File: src/rtl/spi_cmd_decoder_pkg.sv
// Shared types and constants for the SPI command decoder.
// Opcode fields, action codes, FSM states and the CRC-8 helper.
package spi_cmd_decoder_pkg;

    typedef enum logic [1:0] {
        IDLE,
        WR_DATA,
        RD_DATA,
        WR_CRC
    } state_t;

    localparam logic [1:0] OP_ACTION = 2'b00;
    localparam logic [1:0] OP_READ   = 2'b01;
    localparam logic [1:0] OP_WRITE  = 2'b10;
    localparam logic [1:0] OP_RSVD   = 2'b11;

    localparam logic [5:0] CMD_START = 6'h06;
    localparam logic [7:0] CRC_POLY  = 8'h07;

    function automatic logic [7:0] crc8(input logic [7:0] c,
                                        input logic [7:0] d);
        logic [7:0] r;
        r = c ^ d;
        for (int i = 0; i < 8; i++) begin
            r = r[7] ? ((r << 1) ^ CRC_POLY) : (r << 1);
        end
        return r;
    endfunction

endpackage

File: src/rtl/spi_cmd_decoder_if.sv
// SPI slave bus bundle (mode 0).
// The master drives sclk/mosi/cs_n, the slave drives miso.
interface spi_cmd_decoder_if;
    logic sclk;
    logic mosi;
    logic cs_n;
    logic miso;

    modport master (output sclk, output mosi, output cs_n, input miso);
    modport slave  (input sclk, input mosi, input cs_n, output miso);
endinterface

File: src/rtl/spi_cmd_decoder_phy.sv
// SPI mode-0 byte PHY: synchronisers, edge detect, rx/tx shifters.
// Emits byte_valid on a clean 8-bit frame, err_frame otherwise.
module spi_cmd_decoder_phy #(
    parameter int SYNC_STAGES = 2
) (
    input  logic       clk_in,
    input  logic       sys_rst,
    input  logic       sclk,
    input  logic       mosi,
    input  logic       cs_n,
    input  logic [7:0] tx_data,
    output logic       miso,
    output logic [7:0] rx_data,
    output logic       byte_valid,
    output logic       err_frame
);

    logic [SYNC_STAGES-1:0] sclk_sr, mosi_sr, cs_sr;
    logic sclk_q, cs_q;
    logic sclk_s, mosi_s, cs_s;
    logic rise, fall, cs_rise, cs_fall;
    logic [3:0] cnt;
    logic [7:0] rx_sr, tx_sr;

    assign sclk_s  = sclk_sr[SYNC_STAGES-1];
    assign mosi_s  = mosi_sr[SYNC_STAGES-1];
    assign cs_s    = cs_sr[SYNC_STAGES-1];
    assign rise    = sclk_s & ~sclk_q;
    assign fall    = ~sclk_s & sclk_q;
    assign cs_rise = cs_s & ~cs_q;
    assign cs_fall = ~cs_s & cs_q;
    assign miso    = tx_sr[7];
    assign rx_data = rx_sr;

    // Equal-depth synchronisers keep mosi aligned with sclk edges.
    always_ff @(posedge clk_in or posedge sys_rst) begin
        if (sys_rst) begin
            sclk_sr <= '0;
            mosi_sr <= '0;
            cs_sr   <= '1;
            sclk_q  <= 1'b0;
            cs_q    <= 1'b1;
        end else begin
            sclk_sr <= {sclk_sr[SYNC_STAGES-2:0], sclk};
            mosi_sr <= {mosi_sr[SYNC_STAGES-2:0], mosi};
            cs_sr   <= {cs_sr[SYNC_STAGES-2:0], cs_n};
            sclk_q  <= sclk_s;
            cs_q    <= cs_s;
        end
    end

    // Shift on edges; count bits and judge the frame on cs_n rise.
    always_ff @(posedge clk_in or posedge sys_rst) begin
        if (sys_rst) begin
            cnt        <= '0;
            rx_sr      <= '0;
            tx_sr      <= '0;
            byte_valid <= 1'b0;
            err_frame  <= 1'b0;
        end else begin
            byte_valid <= cs_rise && (cnt == 4'd8);
            err_frame  <= cs_rise && (cnt != 4'd8);
            if (cs_fall) begin
                tx_sr <= tx_data;
            end else if (fall && !cs_s) begin
                tx_sr <= {tx_sr[6:0], 1'b0};
            end
            if (cs_s) begin
                cnt <= '0;
            end else if (rise) begin
                rx_sr <= {rx_sr[6:0], mosi_s};
                if (cnt != 4'hF) cnt <= cnt + 4'd1;
            end
        end
    end

endmodule

File: src/rtl/spi_cmd_decoder.sv
// SPI command decoder: opcode FSM, payload assembly, timeout.
// Build macro SPI_CRC8_EN adds a trailing CRC-8 byte to WRITE/READ.
module spi_cmd_decoder
    import spi_cmd_decoder_pkg::*;
#(
    parameter int DATA_BYTES  = 2,
    parameter int NUM_REGS    = 32,
    parameter int SYNC_STAGES = 2,
    parameter int TIMEOUT_CYC = 50000
) (
    input  logic                    clk_in,
    input  logic                    sys_rst,
    spi_cmd_decoder_if.slave        spi,
    output logic                    reg_wr_en,
    output logic [5:0]              reg_wr_addr,
    output logic [8*DATA_BYTES-1:0] reg_wr_data,
    output logic [5:0]              reg_rd_addr,
    input  logic [8*DATA_BYTES-1:0] reg_rd_data,
    output logic                    cmd_valid,
    output logic [5:0]              cmd_code,
    output logic                    err_frame,
    output logic                    err_timeout,
    output logic                    err_addr,
    output logic                    busy
);

`ifdef SPI_CRC8_EN
    localparam bit CRC_EN = 1'b1;
`else
    localparam bit CRC_EN = 1'b0;
`endif
    localparam int W  = 8 * DATA_BYTES;
    localparam int TW = $clog2(TIMEOUT_CYC + 1);
    localparam logic [2:0] LAST_WR = 3'(DATA_BYTES - 1);
    localparam logic [2:0] LAST_RD = 3'(DATA_BYTES - 1 + int'(CRC_EN));

    state_t state, state_d;
    logic bv, fe, phy_miso;
    logic [7:0] rx, tx;
    logic [2:0] idx;
    logic bad, addr_bad, timeout, commit, crc_bad;
    logic [W-1:0] wr_word, rd_word, word_next;
    logic [W+7:0] rd_ext;
    logic [TW-1:0] timer;
    logic [1:0] rd_pend;
    logic [7:0] crc;

    spi_cmd_decoder_phy #(.SYNC_STAGES(SYNC_STAGES)) u_phy (
        .clk_in     (clk_in),
        .sys_rst    (sys_rst),
        .sclk       (spi.sclk),
        .mosi       (spi.mosi),
        .cs_n       (spi.cs_n),
        .tx_data    (tx),
        .miso       (phy_miso),
        .rx_data    (rx),
        .byte_valid (bv),
        .err_frame  (fe)
    );

    assign busy     = (state != IDLE);
    assign spi.miso = phy_miso & (state == RD_DATA);
    assign rd_ext   = {crc, rd_word};
    assign tx       = (state == RD_DATA) ? rd_ext[int'(idx)*8 +: 8] : 8'h00;

    // Next-state decode, commit decision and timeout detection.
    always_comb begin
        state_d   = state;
        commit    = 1'b0;
        crc_bad   = 1'b0;
        addr_bad  = int'(rx[5:0]) >= NUM_REGS;
        timeout   = (state != IDLE) && !bv &&
                    (timer == TW'(TIMEOUT_CYC - 1));
        word_next = wr_word;
        word_next[int'(idx)*8 +: 8] = rx;
        if (timeout) begin
            state_d = IDLE;
        end else if (bv) begin
            case (state)
                IDLE: begin
                    if (rx[7:6] == OP_WRITE) state_d = WR_DATA;
                    if (rx[7:6] == OP_READ)  state_d = RD_DATA;
                end
                WR_DATA: begin
                    if (idx == LAST_WR) begin
                        if (CRC_EN) begin
                            state_d = WR_CRC;
                        end else begin
                            state_d = IDLE;
                            commit  = !bad;
                        end
                    end
                end
                WR_CRC: begin
                    state_d = IDLE;
                    commit  = !bad && (rx == crc);
                    crc_bad = (rx != crc);
                end
                RD_DATA: begin
                    if (idx == LAST_RD) state_d = IDLE;
                end
                default: state_d = IDLE;
            endcase
        end
    end

    // FSM state register.
    always_ff @(posedge clk_in or posedge sys_rst) begin
        if (sys_rst) state <= IDLE;
        else         state <= state_d;
    end

    // Datapath: strobes, payload, read latch, CRC and timer.
    always_ff @(posedge clk_in or posedge sys_rst) begin
        if (sys_rst) begin
            reg_wr_en   <= 1'b0;
            reg_wr_addr <= '0;
            reg_wr_data <= '0;
            reg_rd_addr <= '0;
            cmd_valid   <= 1'b0;
            cmd_code    <= '0;
            err_frame   <= 1'b0;
            err_timeout <= 1'b0;
            err_addr    <= 1'b0;
            idx         <= '0;
            bad         <= 1'b0;
            wr_word     <= '0;
            rd_word     <= '0;
            timer       <= '0;
            rd_pend     <= '0;
            crc         <= '0;
        end else begin
            reg_wr_en   <= 1'b0;
            cmd_valid   <= 1'b0;
            err_addr    <= 1'b0;
            err_frame   <= fe | crc_bad;
            err_timeout <= timeout;
            rd_pend     <= {rd_pend[0], 1'b0};
            if (rd_pend[1]) rd_word <= bad ? '0 : reg_rd_data;
            if (state_d == IDLE || bv) timer <= '0;
            else                       timer <= timer + 1'b1;
            if (commit) begin
                reg_wr_en   <= 1'b1;
                reg_wr_data <= CRC_EN ? wr_word : word_next;
            end
            if (bv) begin
                case (state)
                    IDLE: begin
                        idx <= '0;
                        crc <= crc8(8'h00, rx);
                        case (rx[7:6])
                            OP_WRITE: begin
                                reg_wr_addr <= rx[5:0];
                                bad         <= addr_bad;
                                err_addr    <= addr_bad;
                                wr_word     <= '0;
                            end
                            OP_READ: begin
                                reg_rd_addr <= rx[5:0];
                                bad         <= addr_bad;
                                err_addr    <= addr_bad;
                                rd_pend     <= 2'b01;
                                crc         <= 8'h00;
                            end
                            OP_ACTION: begin
                                cmd_valid <= 1'b1;
                                cmd_code  <= rx[5:0];
                            end
                            default: ;
                        endcase
                    end
                    WR_DATA: begin
                        wr_word <= word_next;
                        idx     <= idx + 3'd1;
                        crc     <= crc8(crc, rx);
                    end
                    RD_DATA: begin
                        idx <= idx + 3'd1;
                        crc <= crc8(crc, tx);
                    end
                    default: ;
                endcase
            end
        end
    end

endmodule

File: src/flat_wrapper.sv
// flat-port wrapper written by rule: the top's interface ports become plain ports
module spi_cmd_decoder_flat import spi_cmd_decoder_pkg::*;
#(
    parameter int DATA_BYTES  = 2,
    parameter int NUM_REGS    = 32,
    parameter int SYNC_STAGES = 2,
    parameter int TIMEOUT_CYC = 50000
)
  (clk_in, sys_rst, reg_wr_en, reg_wr_addr, reg_wr_data, reg_rd_addr, reg_rd_data, cmd_valid, cmd_code, err_frame, err_timeout, err_addr, busy, spi_sclk, spi_mosi, spi_cs_n, spi_miso);
  spi_cmd_decoder_if spi_i ();
  input  logic clk_in;
  input  logic sys_rst;
  output logic reg_wr_en;
  output logic [5:0] reg_wr_addr;
  output logic [8*DATA_BYTES-1:0] reg_wr_data;
  output logic [5:0] reg_rd_addr;
  input  logic [8*DATA_BYTES-1:0] reg_rd_data;
  output logic cmd_valid;
  output logic [5:0] cmd_code;
  output logic err_frame;
  output logic err_timeout;
  output logic err_addr;
  output logic busy;
  input wire logic [$bits(spi_i.sclk)-1:0] spi_sclk;
  input wire logic [$bits(spi_i.mosi)-1:0] spi_mosi;
  input wire logic [$bits(spi_i.cs_n)-1:0] spi_cs_n;
  output wire logic [$bits(spi_i.miso)-1:0] spi_miso;
  assign spi_i.sclk = spi_sclk;
  assign spi_i.mosi = spi_mosi;
  assign spi_i.cs_n = spi_cs_n;
  assign spi_miso = spi_i.miso;
  spi_cmd_decoder #(.DATA_BYTES(DATA_BYTES), .NUM_REGS(NUM_REGS), .SYNC_STAGES(SYNC_STAGES), .TIMEOUT_CYC(TIMEOUT_CYC)) u_core (.clk_in(clk_in), .sys_rst(sys_rst), .spi(spi_i), .reg_wr_en(reg_wr_en), .reg_wr_addr(reg_wr_addr), .reg_wr_data(reg_wr_data), .reg_rd_addr(reg_rd_addr), .reg_rd_data(reg_rd_data), .cmd_valid(cmd_valid), .cmd_code(cmd_code), .err_frame(err_frame), .err_timeout(err_timeout), .err_addr(err_addr), .busy(busy));
endmodule
File: config.mk
export PLATFORM = sky130hd
export DESIGN_NAME = spi_cmd_decoder_flat
export DESIGN_NICKNAME = d
export VERILOG_FILES = /design/src/rtl/spi_cmd_decoder_pkg.sv /design/src/rtl/spi_cmd_decoder_if.sv /design/src/rtl/spi_cmd_decoder_phy.sv /design/src/rtl/spi_cmd_decoder.sv /design/src/flat_wrapper.sv
export SDC_FILE = /design/constraint.sdc
export NUM_CORES = 1
export LEC_CHECK = 0
export ABC_AREA = 1
export ABC_CLOCK_PERIOD_IN_PS = 4500
export BUFFER_PORTS_ARGS = -buffer_cell sky130_fd_sc_hd__buf_4
export CORE_ASPECT_RATIO = 0.9
export CORE_MARGIN = 2
export CORE_UTILIZATION = 54
export DETAILED_ROUTE_END_ITERATION = 6
export MAX_ROUTING_LAYER = met4
export PLACE_DENSITY_LB_ADDON = 0.05
export SYNTH_ARGS = -nofsm -noshare
export SYNTH_HDL_FRONTEND = slang
export SYNTH_SLANG_ARGS = --single-unit
export TNS_END_PERCENT = 50
File: constraint.sdc
create_clock -name clk_in -period 4.5 [get_ports clk_in]
set_input_delay 0.9 -clock clk_in [delete_from_list [all_inputs] [get_ports clk_in]]
set_output_delay 0.9 -clock clk_in [all_outputs]
set_load 0.01 [all_outputs]
==> results.json, run 1 <==
{
  "initial_core_util": 0.556,
  "core_sq_um": 12700,
  "grt_pass1_wl_microns": 27000,
  "ctsRootBufferMaster": "clkbuf_16",
  "crit_path_end_kind": "register",
  "postCtsHoldBufs": 0,
  "place_congestion": 0.860,
  "synthArstFlopShare": 1.00,
  "yosys_warnings": 0,
  "ys_top_cells_by_count": "nand2_1 (179), dfrtp_1 (130), inv_1 (97)",
  "post_cts.repair.setup_buffers": 0,
  "power.clock.fraction": 0.443,
  "arrival_ps": 3070,
  "finalHoldViolations": 0,
  "antenna_cells": 0,
  "p_leak_nw": 3.90,
  "cts_made_buffers": 17,
  "combPwrFrac": 0.135,
  "cts_tree": "yes",
  "post_drt_via_cell_ratio": 5.41,
  "io_buffers": 61,
  "die_y_microns": 113,
  "grt_max_degree": 83,
  "postRouteAntennaNets": 0,
  "detail_route.first_pass.iterations": 6,
  "synthToLayoutAreaGrowth_pct": 15.3,
  "crit_type": "register to register",
  "clk-insertion-delay-late_ps": 420,
  "internal_power_mw": 2.19,
  "rsz0062_at_grt": "no",
  "synth.most_common_cell": "nand2_1",
  "tns_ps": 0,
  "cap_violations": 0,
  "cp_cell_sequence": "inv_6, ha_1, inv_1, ha_1, clkinv_1, nor4_4, nand2_1, o21ai_0, a21oi_1",
  "r2r_slack_ps": 1680,
  "vias": 5722,
  "nets": 921,
  "synth.area.mux_share": 0,
  "status": "finished, final reports clean",
  "grt_pass1_vias": 5488,
  "clock_skew_ps": 6.91,
  "syn_nets": 865,
  "power_mw": 3.01,
  "p_sw_frac": 0.273,
  "remaining_drc_errors": 0,
  "cts.clk_slew.worst_paths_ps": 60,
  "synthXorXnorAreaFrac": 0.0507,
  "p_switching_mw": 0.823,
  "ys.flop_type": "dfrtp_1",
  "required_ps": 4750,
  "cp-start-kind": "register",
  "antenna_found_initial": 0,
  "slew_viol_final": 0,
  "netlist_area_sq_um": 7080,
  "grt_usage": 0.249,
  "cts_buffer_depth": 2,
  "layout_min_cycle_time_ps": 2820,
  "relSlewSlack": 0.231,
  "synthSimpleGateAreaFrac": 0.249,
  "rows": 39,
  "hp-class": "register to register",
  "ys_ff_latch": 133,
  "die-area_sq_um": 14000,
  "clock_sinks": 133,
  "synth_edf_count": 0,
  "h-tree-depth": 4,
  "fin_cells": 1058,
  "ys_seq_area_frac": 0.471,
  "slowest_delay_ps": 640,
  "synth_cell_types": 54,
  "synth_compound_area_frac": 0.113,
  "cp_max_fo": 16,
  "pin_count": 62,
  "synth.avg_cell_area_sq_um": 8.58,
  "finalSetupViolCount": 0,
  "die_w_microns": 125,
  "cpMostUsedCell": "ha_1",
  "ctsResizeCount": 0,
  "peakVddDrop_uv": 293,
  "p_per_area_nw_per_um2": 369,
  "routed_wl_microns": 16100,
  "synth_top_family_by_area": "simple AND/OR/NAND/NOR gates",
  "num-fill-cells": 1076,
  "avgRoutedWirePerCell_microns": 15.2,
  "post-dp-hpwl_microns": 11500,
  "synth_fa_ha_area_frac": 0.0336,
  "fmax_ghz": 0.354,
  "period_share": 0.627,
  "drive_gt1_frac": 0.188,
  "synth_top_area_frac": 0.460,
  "cp_slowest_cell": "nor4_4",
  "yosysTopAreaCell": "dfrtp_1",
  "synth.area.top_cells": "dfrtp_1 (46%), nand2_1 (9.5%), inv_1 (5.1%)",
  "synth_cells": 825,
  "grt-ovfl-total": 0,
  "max_slew.worst_pin.slew_ps": 1150,
  "drt_iter0_drc": 426,
  "dp_cells": 1026,
  "power.share.sequential": 0.421
}
kinds of logic (layout without fill, tap and decap cells):
group / after synthesis / in the layout
AND/OR/NAND/NOR: 369 / 369
AO/OA/AOI/OAI: 135 / 135
buffers and inverters: 134 / 203
flip-flops: 133 / 133
XOR/XNOR: 35 / 35
adder cells (fa/ha/maj): 19 / 19
per-stage QoR:
stage                util  setup WS (ps)  hold slack (ps)  instance area, sq um
floorplan               -           50.6              331                  7080
global placement    0.596           1820              334                  7590
detailed placement  0.596           1720              337                  7590
CTS                 0.641           1690              351                  8160
global route        0.641           1390              359                  8160
finish              0.641           1680              348                  8160
sequential cells by signal (all words and copies together), names as in the netlist, 2 cells and up:
signal	flops
u_core.u_phy.rx_data	8
u_core.cmd_code	6
u_core.rd_word	16
u_core.timer	16
u_core.reg_wr_addr	6
u_core.idx	3
u_core.u_phy.cnt	4
u_core.u_phy.mosi_sr	2
u_core.rd_pend	2
u_core.reg_wr_data	16
u_core.state	2
u_core.wr_word	16
u_core.crc	8
u_core.u_phy.tx_sr	8
u_core.u_phy.sclk_sr	2
u_core.reg_rd_addr	6
u_core.u_phy.cs_sr	2
power by group through the flow:
| stage | Clock (mW) | Sequential [mW] | Combinational [mW] |
|---|---|---|---|
| 4_1_cts | 1.36 | 1.27 | 0.410 |
| 3_5_place_dp | 0 | 1.29 | 0.406 |
| 3_3_place_gp | 0 | 1.29 | 0.397 |
| 5_1_grt | 1.41 | 1.27 | 0.457 |
| 6_report | 1.34 | 1.27 | 0.408 |
| 2_1_floorplan | 0 | 1.26 | 0.326 |
cell type report:
type	count	area [sq um]	area share
Inverter	107	412	0.0505
Timing Repair Buffer	64	480	0.0589
Sequential cell	133	3330	0.408
Multi-Input combinational cell	558	3160	0.387
Clock inverter	10	96.3	0.0118
Clock buffer	22	474	0.0581
Tap cell	164	205	0.0252
final timing paths:
kind	from	to	cells after the start
max in group asynchronous	sys_rst	u_core.timer[14]$_DFF_PP0_	3
max	u_core.idx[0]$_DFFE_PP0P_	u_core.reg_wr_data[13]$_DFFE_PP0P_	9
min reg2reg	u_core.u_phy.mosi_sr[0]$_DFF_PP0_	u_core.u_phy.mosi_sr[1]$_DFF_PP0_	0
min in group asynchronous	sys_rst	u_core.u_phy.cnt[1]$_DFFE_PP0P_	2
max reg2reg	u_core.idx[0]$_DFFE_PP0P_	u_core.reg_wr_data[13]$_DFFE_PP0P_	9
min	u_core.u_phy.mosi_sr[0]$_DFF_PP0_	u_core.u_phy.mosi_sr[1]$_DFF_PP0_	0
layer usage:
layer / up-vias / global-route usage / share of wire
met1: 2769 / 0.339 / 0.48
met4: 0 / 0.0906 / 0.017
li1: 2783 / - / -
met2: 140 / 0.372 / 0.46
met5: - / - / 0
met3: 30 / 0.0524 / 0.045
placed cells by master, fill, tap and decap left out, types with 5 or more instances in the layout:
cell         n
a21oi_1     28
a31oi_1     11
buf_4       64
clkbuf_16   17
dfrtp_1    130
ha_1        19
inv_1       96
inv_2        5
nand2_1    179
nand2_2     16
nand2_4      5
nand3_1     56
nand3_2      8
nor2_1      65
nor3_1       9
nor3b_1      7
o211ai_1     6
o21ai_0     53
o21ai_2      5
o22ai_1     19
xnor2_1     12
xor2_1      16
worst max-delay path, delay by kind of cell, from the launching register on:
| kind | cells | cell delay [ps] |
|---|---|---|
| flops | 1 | 600 |
| simple gates | 2 | 740 |
| fa+ha+maj | 2 | 500 |
| buf+inv | 3 | 560 |
| compound gates | 2 | 250 |
Note: power is estimated with default switching activity, not from simulation.
==> run 2, diff against run 1 <==
ABC_CLOCK_PERIOD_IN_PS = 2600   (was 4500)
CORE_UTILIZATION = 60   (was 54)
clock period = 2.6 ns   (was 4.5 ns; I/O delays follow)
==> run 2 against run 1 <==
  * Clock skew is 2.6 ps higher
  * Clock-buffer cell count is 1 lower
  * Sequential cell count stayed put
  * Design area is 2.0% higher
  * Combinational power is 73% higher
  * Register-to-register slack worse by 1400 ps
  * Sequential power is 73% higher
  * First-iteration DRC count is 4.9% higher
  * Setup slack worse by 1400 ps
  * Non-clock buffer count is 13 higher
  * Critical path type unchanged
  * Largest cell class unchanged
  * Highest routed layer unchanged
==> results.json, run 2 (synthesis gave the netlist of run 1 again) <==
{
  "status": "finished, final reports clean",
  "power.share.sequential": 0.409,
  "grt_usage": 0.283,
  "combPwrFrac": 0.131,
  "cts_buffer_depth": 2,
  "die_y_microns": 107,
  "required_ps": 2900,
  "finalHoldViolations": 0,
  "crit_path_end_kind": "register",
  "met3_usage": 0.0612,
  "power.clock.fraction": 0.460,
  "holdWs_ps": 195,
  "slowest_delay_ps": 440,
  "nets": 934,
  "min_from": "spi_sclk",
  "rr_worst_depth": 9,
  "period_share": 0.911,
  "p_leak_nw": 3.99,
  "pin_count": 62,
  "postLayoutCoreUtil": 0.725,
  "place_congestion": 0.880,
  "initial_core_util": 0.616,
  "cts_made_buffers": 17,
  "post_cts.repair.setup_buffers": 0,
  "detail_route.first_pass.iterations": 5,
  "fin_cells": 1063,
  "grt_max_degree": 41,
  "arrival_ps": 2670,
  "crit_type": "register to register",
  "io_buffers": 61,
  "use_met1": 0.375,
  "peakVddDrop_uv": 482,
  "die_w_microns": 118,
  "met2_usage": 0.439,
  "critPathTopFamily": "simple AND/OR/NAND/NOR gates",
  "grt_pass1_vias": 5661,
  "routed_wl_microns": 16200,
  "rsz0062_at_grt": "no",
  "grt-ovfl-total": 0,
  "postCtsHoldBufs": 0,
  "p_sw_frac": 0.263,
  "internal_power_mw": 3.97,
  "mostFrequentLayoutCells": "nand2_1 (179), dfrtp_1 (130), inv_1 (96), buf_4 (74), nor2_1 (65)",
  "tns_ps": 0,
  "avgRoutedWirePerCell_microns": 15.2,
  "p_switching_mw": 1.42,
  "worst-path-buf-inv": 3,
  "antenna_found_initial": 0,
  "grt.busiest_layer": "met2",
  "hp-class": "input pin to register",
  "fmax_ghz": 0.422,
  "synthToLayoutAreaGrowth_pct": 17.6,
  "fin_ws_ps": 231,
  "antenna_cells": 0,
  "whs_endpoint": "u_core.u_phy.sclk_sr[0]$_DFF_PP0_",
  "rows": 37,
  "power_mw": 5.38,
  "seqCellArea_sq_um": 3330,
  "hold_depth": 1,
  "reg2reg_from": "u_core.state[0]$_DFF_PP0_",
  "cts.clk_slew.worst_paths_ps": 60,
  "drt_iter0_drc": 447,
  "drive_gt1_frac": 0.200,
  "ctsResizeCount": 0,
  "postRouteAntennaNets": 0,
  "post_drt_via_cell_ratio": 5.43,
  "final_common_cell": "nand2_1",
  "multiInputGateArea_sq_um": 3160,
  "post-dp-hpwl_microns": 11500,
  "final_cell_area_sq_um": 8320,
  "cp_max_fo": 11,
  "clock_sinks": 133,
  "clk-insertion-delay-late_ps": 430,
  "die-area_sq_um": 12700,
  "p_per_area_nw_per_um2": 647,
  "r2r_slack_ps": 230,
  "clock_skew_ps": 9.51,
  "dp_slack_ps": 251,
  "regToRegEndpoint": "u_core.timer[6]$_DFF_PP0_",
  "remaining_drc_errors": 0,
  "finalSetupViolCount": 0,
  "max_slew.worst_pin.slew_ps": 828,
  "placed_area_sq_um": 7710,
  "ctsRootBufferMaster": "clkbuf_16",
  "dp_cells": 1031,
  "core_sq_um": 11500,
  "h-tree-depth": 4,
  "layout_min_cycle_time_ps": 2370,
  "cts_tree": "yes",
  "slew_viol_final": 0,
  "grt_pass1_wl_microns": 27200,
  "cap_violations": 0,
  "cp_slowest_cell": "o21ai_2",
  "relSlewSlack": 0.448,
  "num-fill-cells": 867,
  "cpMostUsedCell": "inv_1",
  "cp_cell_sequence": "inv_1, ha_1, inv_1, nand2_1, nor4_2, nor2_1, o21ai_2, buf_4, nor3_1",
  "cp-start-kind": "register",
  "vias": 5773
}
[run 2: cell count changes in the layout (fill, tap and decap cells not counted), sizes merged]
cell,previous run,this run
buf,64,77
bufinv,1,3
inv,107,105
clkbuf,22,21
clkinv,5,6
[run 2: how the worst max path moves through the flow]
stage	endpoint	from	depth (start not counted)
floorplan	u_core.wr_word[8]$_DFFE_PP0P_	u_core.idx[0]$_DFFE_PP0P_	12
global placement	u_core.timer[4]$_DFF_PP0_	u_core.state[0]$_DFF_PP0_	9
detailed placement	u_core.timer[4]$_DFF_PP0_	u_core.state[0]$_DFF_PP0_	9
CTS	u_core.timer[6]$_DFF_PP0_	u_core.state[0]$_DFF_PP0_	9
global route	u_core.timer[4]$_DFF_PP0_	u_core.state[0]$_DFF_PP0_	9
finish	u_core.timer[6]$_DFF_PP0_	u_core.state[0]$_DFF_PP0_	9
[run 2: area by class of cell]
| class | count | area share |
|---|---|---|
| well taps | 156 | 0.0235 |
| inverters | 107 | 0.0496 |
| clock buffers | 21 | 0.0553 |
| flip-flops and latches | 133 | 0.400 |
| clock inverters | 11 | 0.0179 |
| multi-input cells | 558 | 0.379 |
| repair buffers | 77 | 0.0740 |
[run 2: power groups by stage]
stage	sequential, mW	clock, mW	combinational [mW]
after global routing	2.21	2.61	0.802
after detailed placement	2.24	0	0.700
after global placement	2.23	0	0.682
after CTS	2.20	2.51	0.705
after floorplan	2.19	0	0.564
final	2.20	2.48	0.706
[run 2: metal layers]
layer	part of all wire	wire [microns]
met4	0.016	265
met2	0.47	7640
met3	0.046	741
met5	0	0
met1	0.46	7510
[run 2: worst register-to-register path: cells and delay by family (launching register included)]
family | cells | cell delay (ps)
adders and majority gates | 1 | 270
buffers and inverters | 3 | 470
and+or+nand+nor | 4 | 700
AOI/OAI and AO/OA | 1 | 440
DFF | 1 | 370
==> run 3, diff against run 2 <==
RECOVER_POWER = 25   (was not set)
==> run 3 against run 2 <==
  * Clock-buffer cell count did not move
  * Maximum frequency barely moved
  * Hold slack improved by 5.3 ps
  * Register-to-register slack barely moved
  * Critical path depth rose by 1
  * Sequential cell count did not move
  * Clock power barely moved
  * Total power fell by 0.20%
  * Wire length rose by 0.19%
  * Cell count did not move
  * Combinational power fell by 0.8%
  * Setup slack improved by 1.4 ps
  * Critical endpoint is now u_core.wr_word[11]$_DFFE_PP0P_
  * Highest routed layer unchanged
==> results.json, run 3 (synthesis gave the netlist of run 1 again) <==
{
  "post_cts.repair.setup_buffers": 0,
  "layout_min_cycle_time_ps": 2370,
  "routed_wl_microns": 16200,
  "crit_path_end_kind": "register",
  "cts_tree": "yes",
  "reg2reg_from": "u_core.idx[0]$_DFFE_PP0P_",
  "die-area_sq_um": 12700,
  "cp_max_fo": 16,
  "drt_iter0_drc": 414,
  "period_share": 0.911,
  "grt_usage": 0.283,
  "relSlewSlack": 0.110,
  "nets": 934,
  "hp-class": "input pin to register",
  "fmax_ghz": 0.422,
  "p_leak_nw": 3.98,
  "cts_made_buffers": 17,
  "status": "finished, final reports clean",
  "place_congestion": 0.880,
  "vias": 5776,
  "cp-start-kind": "register",
  "post_drt_via_cell_ratio": 5.43,
  "peakVddDrop_uv": 481,
  "cts_buffer_depth": 2,
  "initial_core_util": 0.616,
  "regToRegEndpoint": "u_core.wr_word[11]$_DFFE_PP0P_",
  "clock_sinks": 133,
  "antenna_cells": 0,
  "io_buffers": 61,
  "cap_violations": 0,
  "clock_skew_ps": 10.0,
  "crit_type": "register to register",
  "die_w_microns": 118,
  "post-dp-hpwl_microns": 11500,
  "ctsResizeCount": 0,
  "cts.clk_slew.worst_paths_ps": 60,
  "rows": 37,
  "avgRoutedWirePerCell_microns": 15.2,
  "required_ps": 2870,
  "finalHoldViolations": 0,
  "r2r_slack_ps": 230,
  "mostFrequentLayoutCells": "nand2_1 (179), dfrtp_1 (130), inv_1 (96), buf_4 (70), nor2_1 (65)",
  "max_slew.worst_pin.slew_ps": 1330,
  "grt_max_degree": 41,
  "rr_worst_depth": 10,
  "rsz0062_at_grt": "no",
  "finalSetupViolCount": 0,
  "power_mw": 5.37,
  "antenna_found_initial": 0,
  "whs_endpoint": "u_core.u_phy.cs_sr[0]$_DFF_PP1_",
  "ctsRootBufferMaster": "clkbuf_16",
  "arrival_ps": 2640,
  "grt-ovfl-total": 0,
  "clk-insertion-delay-late_ps": 430,
  "grt_pass1_vias": 5661,
  "tns_ps": 0,
  "remaining_drc_errors": 0,
  "die_y_microns": 107,
  "slew_viol_final": 0,
  "detail_route.first_pass.iterations": 5,
  "pin_count": 62,
  "postCtsHoldBufs": 0,
  "postRouteAntennaNets": 0,
  "h-tree-depth": 4,
  "grt_pass1_wl_microns": 27200,
  "drive_gt1_frac": 0.198,
  "hold_depth": 1,
  "p_per_area_nw_per_um2": 648,
  "final_common_cell": "nand2_1",
  "min_from": "spi_cs_n",
  "core_sq_um": 11500,
  "synthToLayoutAreaGrowth_pct": 17.1
}
## run 3: how the worst max path moves through the flow
stage	from	cells after the start	to
after floorplan	u_core.idx[0]$_DFFE_PP0P_	12	u_core.wr_word[8]$_DFFE_PP0P_
after global placement	u_core.state[0]$_DFF_PP0_	9	u_core.timer[4]$_DFF_PP0_
after detailed placement	u_core.state[0]$_DFF_PP0_	9	u_core.timer[4]$_DFF_PP0_
after CTS	u_core.state[0]$_DFF_PP0_	9	u_core.timer[6]$_DFF_PP0_
after global routing	u_core.state[0]$_DFF_PP0_	9	u_core.timer[4]$_DFF_PP0_
final	u_core.idx[0]$_DFFE_PP0P_	10	u_core.wr_word[11]$_DFFE_PP0P_
## run 3: metal layers
layer	vias to the layer above	wire [microns]	part of all wire	GRT usage
met2	182	7620	0.47	0.439
met5	-	0	0	-
met3	27	824	0.051	0.0612
met1	2757	7480	0.46	0.375
met4	0	275	0.017	0.0935
li1	2810	-	-	-
## run 3: worst max-delay path: stages (launching register included)
cell      delay [ps]
dfrtp_1          420
inv_6            170
ha_1             170
inv_1             40
ha_1             320
clkinv_1         280
nor4_4           240
buf_4            250
nand2_1           70
o21ai_0          130
o22ai_1          130
## run 3: final cells by class
class | count | area [sq um]
flip-flops and latches | 133 | 3330
inverters | 107 | 410
clock buffers | 21 | 460
clock inverters | 11 | 149
repair buffers | 77 | 586
multi-input cells | 558 | 3160
well taps | 156 | 195
fillers | 872 | 3190
## run 3: through the flow
stage / setup WS (ps) / std cells / hold slack (ps) / util / instance area, sq um
global route: 34.2 / 1063 / 186 / 0.722 / 8290
floorplan: 287 / 825 / 331 / - / 7080
detailed placement: 251 / 1031 / 341 / 0.672 / 7710
global placement: 374 / 1031 / 333 / 0.672 / 7710
CTS: 218 / 1063 / 178 / 0.725 / 8320
finish: 232 / 1063 / 200 / 0.722 / 8290
## run 3: power by group
part,leakage (nW),switching [mW],internal (mW)
Sequential,1.74,0.0874,2.11
Clock,0.290,0.911,1.56
Combinational,1.95,0.415,0.285
